===== config.mk =====
export PLATFORM = sky130hd
export DESIGN_NAME = rle_encoder_flat
export DESIGN_NICKNAME = d
export VERILOG_FILES = /design/src/rtl/rle_pkg.sv /design/src/rtl/rle_encoder_if.sv /design/src/rtl/rle_word_fifo.sv /design/src/rtl/rle_encoder.sv /design/src/flat_wrapper.sv
export SDC_FILE = /design/constraint.sdc
export NUM_CORES = 1
export LEC_CHECK = 0
export ABC_AREA = 1
export BUFFER_PORTS_ARGS = -buffer_cell sky130_fd_sc_hd__buf_2
export CAP_MARGIN = 25
export CORE_MARGIN = 4
export CORE_UTILIZATION = 35
export CTS_CLUSTER_SIZE = 12
export DETAILED_ROUTE_END_ITERATION = 8
export SLEW_MARGIN = 20
export SYNTH_ARGS = -nofsm -noshare
export SYNTH_HDL_FRONTEND = slang
export SYNTH_SLANG_ARGS = --single-unit

===== constraint.sdc =====
create_clock -name clk -period 4.4 [get_ports clk]
set_input_delay 0.44 -clock clk [delete_from_list [all_inputs] [get_ports clk]]
set_output_delay 0.44 -clock clk [all_outputs]
set_load 0.01 [all_outputs]

===== src/rtl/rle_pkg.sv =====
// RLE word format shared by the encoder, decoder and benches.
// Word = {run_len, colour}; run_len 0 marks end of frame.
package rle_pkg;

  localparam int RLE_LEN_BITS    = 10;
  localparam int RLE_COLOUR_BITS = 6;
  localparam int RLE_WORD_BITS   =
    RLE_LEN_BITS + RLE_COLOUR_BITS;

  typedef logic [RLE_LEN_BITS-1:0]    rle_len_t;
  typedef logic [RLE_COLOUR_BITS-1:0] rle_colour_t;
  typedef logic [RLE_WORD_BITS-1:0]   rle_word_t;

  typedef struct packed {
    rle_len_t    len;
    rle_colour_t colour;
  } rle_fields_t;

  localparam rle_word_t RLE_EOF_WORD = 16'h0000;

  function automatic rle_word_t rle_pack(
    input rle_len_t    len,
    input rle_colour_t colour
  );
    rle_fields_t f;
    f.len    = len;
    f.colour = colour;
    return rle_word_t'(f);
  endfunction

  function automatic rle_len_t rle_word_len(
    input rle_word_t w
  );
    rle_fields_t f;
    f = rle_fields_t'(w);
    return f.len;
  endfunction

  function automatic rle_colour_t rle_word_colour(
    input rle_word_t w
  );
    rle_fields_t f;
    f = rle_fields_t'(w);
    return f.colour;
  endfunction

endpackage


===== src/rtl/rle_encoder_if.sv =====
// Pixel-in / word-out handshake bundle of the RLE encoder.
// master = pixel source + word sink, slave = encoder.
interface rle_encoder_if;
  import rle_pkg::*;

  logic        pixel_valid;
  rle_colour_t pixel_colour;
  logic        pixel_eol;
  logic        pixel_ready;
  logic        frame_done;
  logic        word_valid;
  rle_word_t   word_data;
  logic        word_ready;

  modport master (
    output pixel_valid,
    output pixel_colour,
    output pixel_eol,
    output frame_done,
    output word_ready,
    input  pixel_ready,
    input  word_valid,
    input  word_data
  );

  modport slave (
    input  pixel_valid,
    input  pixel_colour,
    input  pixel_eol,
    input  frame_done,
    input  word_ready,
    output pixel_ready,
    output word_valid,
    output word_data
  );

endinterface


===== src/rtl/rle_word_fifo.sv =====
// Word FIFO with two push ports and one pop port.
// push1 is only ever used together with push0.
module rle_word_fifo
  import rle_pkg::*;
#(
  parameter int DEPTH = 4
) (
  input  logic                   clk,
  input  logic                   rst,
  input  logic                   push0,
  input  logic                   push1,
  input  rle_word_t              data0,
  input  rle_word_t              data1,
  input  logic                   pop,
  output logic                   valid,
  output rle_word_t              head,
  output logic [$clog2(DEPTH):0] count
);

  localparam int AW = $clog2(DEPTH);
  localparam int CW = AW + 1;

  rle_word_t      mem [DEPTH];
  logic [AW-1:0]  wr_ptr;
  logic [AW-1:0]  wr_ptr1;
  logic [AW-1:0]  rd_ptr;
  logic           do_pop;

  assign wr_ptr1 = wr_ptr + AW'(1);
  assign valid   = count != '0;
  assign do_pop  = pop && valid;
  assign head    = valid ? mem[rd_ptr] : '0;

  always_ff @(posedge clk) begin
    if (push0) mem[wr_ptr]  <= data0;
    if (push1) mem[wr_ptr1] <= data1;
  end

  // Power-of-two depth lets the pointers wrap for free.
  always_ff @(posedge clk) begin
    if (rst) begin
      wr_ptr <= '0;
      rd_ptr <= '0;
      count  <= '0;
    end else begin
      wr_ptr <= wr_ptr + AW'(push0)
                       + AW'(push1);
      rd_ptr <= rd_ptr + AW'(do_pop);
      count  <= count + CW'(push0)
                      + CW'(push1)
                      - CW'(do_pop);
    end
  end

endmodule


===== src/rtl/rle_encoder.sv =====
// Streaming run-length encoder: 6-bit pixels in,
// {run_len, colour} words and an EOF marker out.
module rle_encoder
  import rle_pkg::*;
#(
  parameter int MAX_RUN    = 1023,
  parameter int FIFO_DEPTH = 4
) (
  input logic         clk,
  input logic         rst,
  rle_encoder_if.slave bus
);

  localparam int       CW      =
    $clog2(FIFO_DEPTH) + 1;
  localparam rle_len_t MAX_LEN =
    rle_len_t'(MAX_RUN);

  logic        run_open;
  rle_colour_t run_colour;
  rle_len_t    run_cnt;

  logic        open_nxt;
  rle_colour_t colour_nxt;
  rle_len_t    cnt_nxt;

  logic        push0;
  logic        push1;
  rle_word_t   data0;
  rle_word_t   data1;
  logic        pop;
  logic [CW-1:0] count;
  logic [CW-1:0] free_slots;

  logic pixel_take;
  logic frame_take;

  // Two free slots cover the worst case of two pushes.
  assign free_slots      = CW'(FIFO_DEPTH) - count;
  assign bus.pixel_ready = !rst &&
                           free_slots >= CW'(2);

  assign pixel_take = bus.pixel_valid &&
                      bus.pixel_ready;
  assign frame_take = bus.frame_done &&
                      bus.pixel_ready &&
                      !bus.pixel_valid;

  assign pop = bus.word_valid && bus.word_ready;

  always_comb begin
    open_nxt   = run_open;
    colour_nxt = run_colour;
    cnt_nxt    = run_cnt;
    push0      = 1'b0;
    push1      = 1'b0;
    data0      = '0;
    data1      = '0;
    unique case (1'b1)
      pixel_take: begin
        if (run_open &&
            bus.pixel_colour == run_colour) begin
          cnt_nxt = run_cnt + rle_len_t'(1);
        end else begin
          if (run_open) begin
            push0 = 1'b1;
            data0 = rle_pack(run_cnt, run_colour);
          end
          colour_nxt = bus.pixel_colour;
          cnt_nxt    = rle_len_t'(1);
        end
        open_nxt = 1'b1;
        if (cnt_nxt == MAX_LEN || bus.pixel_eol) begin
          open_nxt = 1'b0;
          if (push0) begin
            push1 = 1'b1;
            data1 = rle_pack(cnt_nxt, colour_nxt);
          end else begin
            push0 = 1'b1;
            data0 = rle_pack(cnt_nxt, colour_nxt);
          end
        end
      end
      frame_take: begin
        open_nxt = 1'b0;
        push0    = 1'b1;
        if (run_open) begin
          data0 = rle_pack(run_cnt, run_colour);
          push1 = 1'b1;
          data1 = RLE_EOF_WORD;
        end else begin
          data0 = RLE_EOF_WORD;
        end
      end
      default: ;
    endcase
  end

  always_ff @(posedge clk) begin
    if (rst) begin
      run_open   <= 1'b0;
      run_colour <= '0;
      run_cnt    <= '0;
    end else begin
      run_open   <= open_nxt;
      run_colour <= colour_nxt;
      run_cnt    <= cnt_nxt;
    end
  end

  rle_word_fifo #(
    .DEPTH (FIFO_DEPTH)
  ) u_fifo (
    .clk   (clk),
    .rst   (rst),
    .push0 (push0),
    .push1 (push1),
    .data0 (data0),
    .data1 (data1),
    .pop   (pop),
    .valid (bus.word_valid),
    .head  (bus.word_data),
    .count (count)
  );

endmodule


===== src/flat_wrapper.sv =====
// flat-port wrapper written by rule: the top's interface ports become plain ports
module rle_encoder_flat import rle_pkg::*;
#(
  parameter int MAX_RUN    = 1023,
  parameter int FIFO_DEPTH = 4
)
  (clk, rst, bus_pixel_valid, bus_pixel_colour, bus_pixel_eol, bus_frame_done, bus_word_ready, bus_pixel_ready, bus_word_valid, bus_word_data);
  rle_encoder_if bus_i ();
  input logic clk;
  input logic rst;
  input wire logic [$bits(bus_i.pixel_valid)-1:0] bus_pixel_valid;
  input wire logic [$bits(bus_i.pixel_colour)-1:0] bus_pixel_colour;
  input wire logic [$bits(bus_i.pixel_eol)-1:0] bus_pixel_eol;
  input wire logic [$bits(bus_i.frame_done)-1:0] bus_frame_done;
  input wire logic [$bits(bus_i.word_ready)-1:0] bus_word_ready;
  output wire logic [$bits(bus_i.pixel_ready)-1:0] bus_pixel_ready;
  output wire logic [$bits(bus_i.word_valid)-1:0] bus_word_valid;
  output wire logic [$bits(bus_i.word_data)-1:0] bus_word_data;
  assign bus_i.pixel_valid = bus_pixel_valid;
  assign bus_i.pixel_colour = bus_pixel_colour;
  assign bus_i.pixel_eol = bus_pixel_eol;
  assign bus_i.frame_done = bus_frame_done;
  assign bus_i.word_ready = bus_word_ready;
  assign bus_pixel_ready = bus_i.pixel_ready;
  assign bus_word_valid = bus_i.word_valid;
  assign bus_word_data = bus_i.word_data;
  rle_encoder #(.MAX_RUN(MAX_RUN), .FIFO_DEPTH(FIFO_DEPTH)) u_core (.clk(clk), .rst(rst), .bus(bus_i));
endmodule

==> impl_metrics.csv <==
group,metric,value,unit
sta,max_freq,250,MHz
finish,fillers,1430,
die,num_rows,43,
logic_synthesis,synth_async_sr_flop_share,0,%
die,initial_core_util,36.0,%
routing,drtIter0Drc,388,
logic_synthesis,synth_area,5040,µm²
logic_synthesis,synth_area_leaders,"edfxtp_1 38%, nand2_1 13%, dfxtp_1 9.5%",
routing,dr.pass1.iters,5,
sta,hold_violations,0,
logic_synthesis,yosys_warnings,0,
sta,min_period_over_period,91.0,%
die,die_h,128,µm
place,portBuffers,29,
logic_synthesis,synth_cell_types,37,
sta,tightest_slew,821,ps
flow_run,cap_violations,0,
die,coreArea,14000,µm²
routing,vias_per_cell,5.09,
grt,grt_max_degree,33,
logic_synthesis,synth_edf_count,64,
grt,grt_pass1_wl,21.3,mm
setup_path,cp.depth,15,
cts,h-tree-depth,3,
cts,cts_tree,"done",
setup_path,worstPathMaxFanout,23,
setup_path,ff2ff_setup_slack,400,ps
finish,synthToLayoutAreaGrowth,11.7,%
grt,antenna_found_initial,0,
power,power.leakage,2.28,nW
grt,grt_use_total,16.6,%
setup_path,endpoint,"u_core.u_fifo.count[2]$_SDFF_PP0_",
sta,finalMaxSlewViolations,0,
place,post-dp-hpwl,9.13,mm
status,status,"completed",
setup_path,reg2reg_depth,15,
setup_path,startpoint,"u_core.u_fifo.count[1]$_SDFF_PP0_",
place,dpl.cell_count,830,
worst_hold_path,hp-class,"in2reg",
logic_synthesis,seq_area_frac_synth,47.6,%
finish,antenna_cells,0,
setup_path,path_delay_family,"adder cells",
cts,clock-sinks,88,
finish,final_util,40.3,%
setup_path,path_buf_inv,3,
logic_synthesis,syn_nets,666,
logic_synthesis,ys.flop_type,"edfxtp_1",
die,dieArea,16400,µm²
place,gp_congestion,0.867,
routing,postRouteWirelength,12.9,mm
routing,drc_errors,0,
cts,clkLatencyLatePin,350,ps
cts,cts_buffer_depth,2,
grt,grt_pass1_vias,4173,
finish,drive_above_1_share,14.3,%
logic_synthesis,synth_largest_area_cell,"edfxtp_1",
setup_path,cpMaxStageDelayCell,"nor2_4",
sta,maxSlewHeadroom,45.1,%
finish,final_cells,845,
setup_path,crit_path_start_kind,"flop",
grt,overflow,0,
die,die_w,128,µm
logic_synthesis,yosysTopAreaCellShare,38.1,%
setup_path,cp_slowest_stage_delay,510,ps
setup_path,worstPathArrival,4280,ps
sta,finalClockSkew,8.57,ps
setup_path,crit_top_cell,"ha_1",
logic_synthesis,synthCells,645,
sta,rsz0062_at_grt,"no",
routing,wl_per_cell,15.3,µm
setup_path,path_cells,"inv_1 > ha_1 > ha_1 > or3b_1 > nand2_1 > nor2_4 > inv_2 > nor2_1 > nor2_2 > ha_1 > inv_1 > fa_1 > fa_1 > or2_2 > a21oi_1",
setup_path,timing.rr.end,"u_core.u_fifo.count[2]$_SDFF_PP0_",
routing,ant_nets,0,
power,vdd_ir_drop_max,0.259,mV
cts,cts.reportedPaths.clkPinSlew,60,ps
sta,min_period,4000,ps
sta,final-setup-viol-count,0,
power,powerDensity,500,nW/µm²
setup_path,cp-end-kind,"flop",
setup_path,crit_required,4680,ps
cts,cts_inserted_buffers,9,
setup_path,r2r-start,"u_core.u_fifo.count[1]$_SDFF_PP0_",
die,io_pins,30,
logic_synthesis,syn_avg_cell_area,7.82,µm²
logic_synthesis,ys_ff_latch,88,
routing,num_vias,4302,
sta,tns,0,ps
cts,clock-root-buffer,"clkbuf_16",
finish,fin_nets,682,
setup_path,worstSetupPathType,"reg2reg",
report_power, final:
group	switching, mW	internal [mW]	total [mW]
logic	0.586	0.307	0.893
clock network	0.317	0.495	0.812
registers	0.101	1.01	1.11
total	1.00	1.81	2.81
per-layer routing:
layer | vias up | track usage [%] | routed length, µm
li1 | 2145 | - | -
met5 | - | 0 | 0
met1 | 2000 | 22.0 | 5830
met4 | 0 | 6.68 | 276
met3 | 22 | 3.79 | 826
met2 | 135 | 26.2 | 5980
timing repair:
item | in CTS | in global routing
resized for setup | 1 | 0
endpoints found under the setup margin | 1 | 0
setup buffers | 0 | 0
hold buffers | 0 | 0
worst min-delay path by stage:
| stage | start | end | slack, ps | cells after the start |
|---|---|---|---|---|
| after global routing | bus_pixel_colour[0] | u_core.run_colour[0]$_SDFFE_PP0P_ | 450 | 3 |
| final | bus_pixel_colour[0] | u_core.run_colour[0]$_SDFFE_PP0P_ | 440 | 3 |
| after detailed placement | u_core.run_colour[0]$_SDFFE_PP0P_ | u_core.run_colour[0]$_SDFFE_PP0P_ | 530 | 2 |
| after global placement | u_core.run_cnt[9]$_SDFFE_PP0P_ | u_core.run_cnt[9]$_SDFFE_PP0P_ | 520 | 2 |
| after CTS | bus_pixel_colour[0] | u_core.run_colour[0]$_SDFFE_PP0P_ | 420 | 3 |
| after floorplan | u_core.run_colour[0]$_SDFFE_PP0P_ | u_core.run_colour[0]$_SDFFE_PP0P_ | 480 | 2 |
through the flow:
step	cell area (µm²)	setup WS (ps)	hold slack, ps	total power, mW
4_1_cts	5630	373	420	2.85
2_1_floorplan	5040	1170	482	1.71
3_5_place_dp	5320	1.83	530	2.03
3_3_place_gp	5320	191	518	2.01
5_1_grt	5630	110	448	3.03
6_report	5630	395	438	2.81
sequential cells by signal (all words and copies together), names as in the netlist:
| register | flops |
|---|---|
| u_core.u_fifo.count | 3 |
| u_core.u_fifo.mem | 64 |
| u_core.run_cnt | 10 |
| u_core.u_fifo.rd_ptr | 2 |
| u_core.run_colour | 6 |
| u_core.u_fifo.wr_ptr | 2 |
| u_core.run_open | 1 |
layout by cell type, fill, tap and decap left out, types with 2 or more instances in the layout:
cell	count
clkinv_2	2
clkbuf_16	9
fa_1	3
ha_1	6
xor2_1	3
bufinv_16	2
nand2_2	7
buf_2	29
xnor2_1	2
nor2_1	99
a21oi_1	59
or2_2	3
nand3_1	27
dfxtp_1	24
o211ai_1	2
inv_2	13
nor2_4	6
inv_1	39
edfxtp_1	64
clkinv_4	2
o21ai_1	2
nor2_2	3
nand2_1	174
buf_4	4
o21ai_0	57
nand3_2	11
cell families (layout without fill, tap and decap cells):
kind of cell	count (synthesis)	in the layout	synth area share (%)
flip-flops	88	88	47.6
buffers and inverters	82	102	6.63
XOR/XNOR	6	6	1.19
adder cells (fa/ha/maj)	9	9	2.68
AO/OA/AOI/OAI	125	125	12.9
AND/OR/NAND/NOR	335	335	29.0
synthesized netlist by cell type (2+ instances only):
| cell type | instances |
|---|---|
| edfxtp_1 | 64 |
| nand3_1 | 27 |
| or2_2 | 3 |
| a21oi_1 | 59 |
| nand2_1 | 174 |
| nor2_2 | 3 |
| inv_1 | 39 |
| nor2_1 | 100 |
| buf_1 | 3 |
| xor2_1 | 3 |
| dfxtp_1 | 24 |
| nor2_4 | 5 |
| fa_1 | 3 |
| nand2_2 | 7 |
| o21ai_1 | 2 |
| o211ai_1 | 2 |
| o21ai_0 | 57 |
| inv_2 | 13 |
| ha_1 | 6 |
| clkbuf_1 | 17 |
| nand3_2 | 11 |
| xnor2_1 | 2 |
| buf_2 | 7 |
worst reg2reg max path, delay by kind of cell (launching register included):
| kind | cells | cell delay (ps) |
|---|---|---|
| adders and majority gates | 5 | 1560 |
| and+or+nand+nor | 6 | 1450 |
| buffers and inverters | 3 | 450 |
| DFF | 1 | 370 |
| AOI/OAI and AO/OA | 1 | 110 |
final cells by class:
class | count | area [µm²] | area share [%]
clock buffer | 10 | 229 | 4.07
clock inverter | 5 | 82.6 | 1.47
inverter | 54 | 204 | 3.62
multi-input combinational | 475 | 2310 | 41.1
sequential | 88 | 2400 | 42.7
tap | 180 | 225 | 4.00
timing repair buffer | 33 | 175 | 3.11
Power figures use the tool's default switching activity.
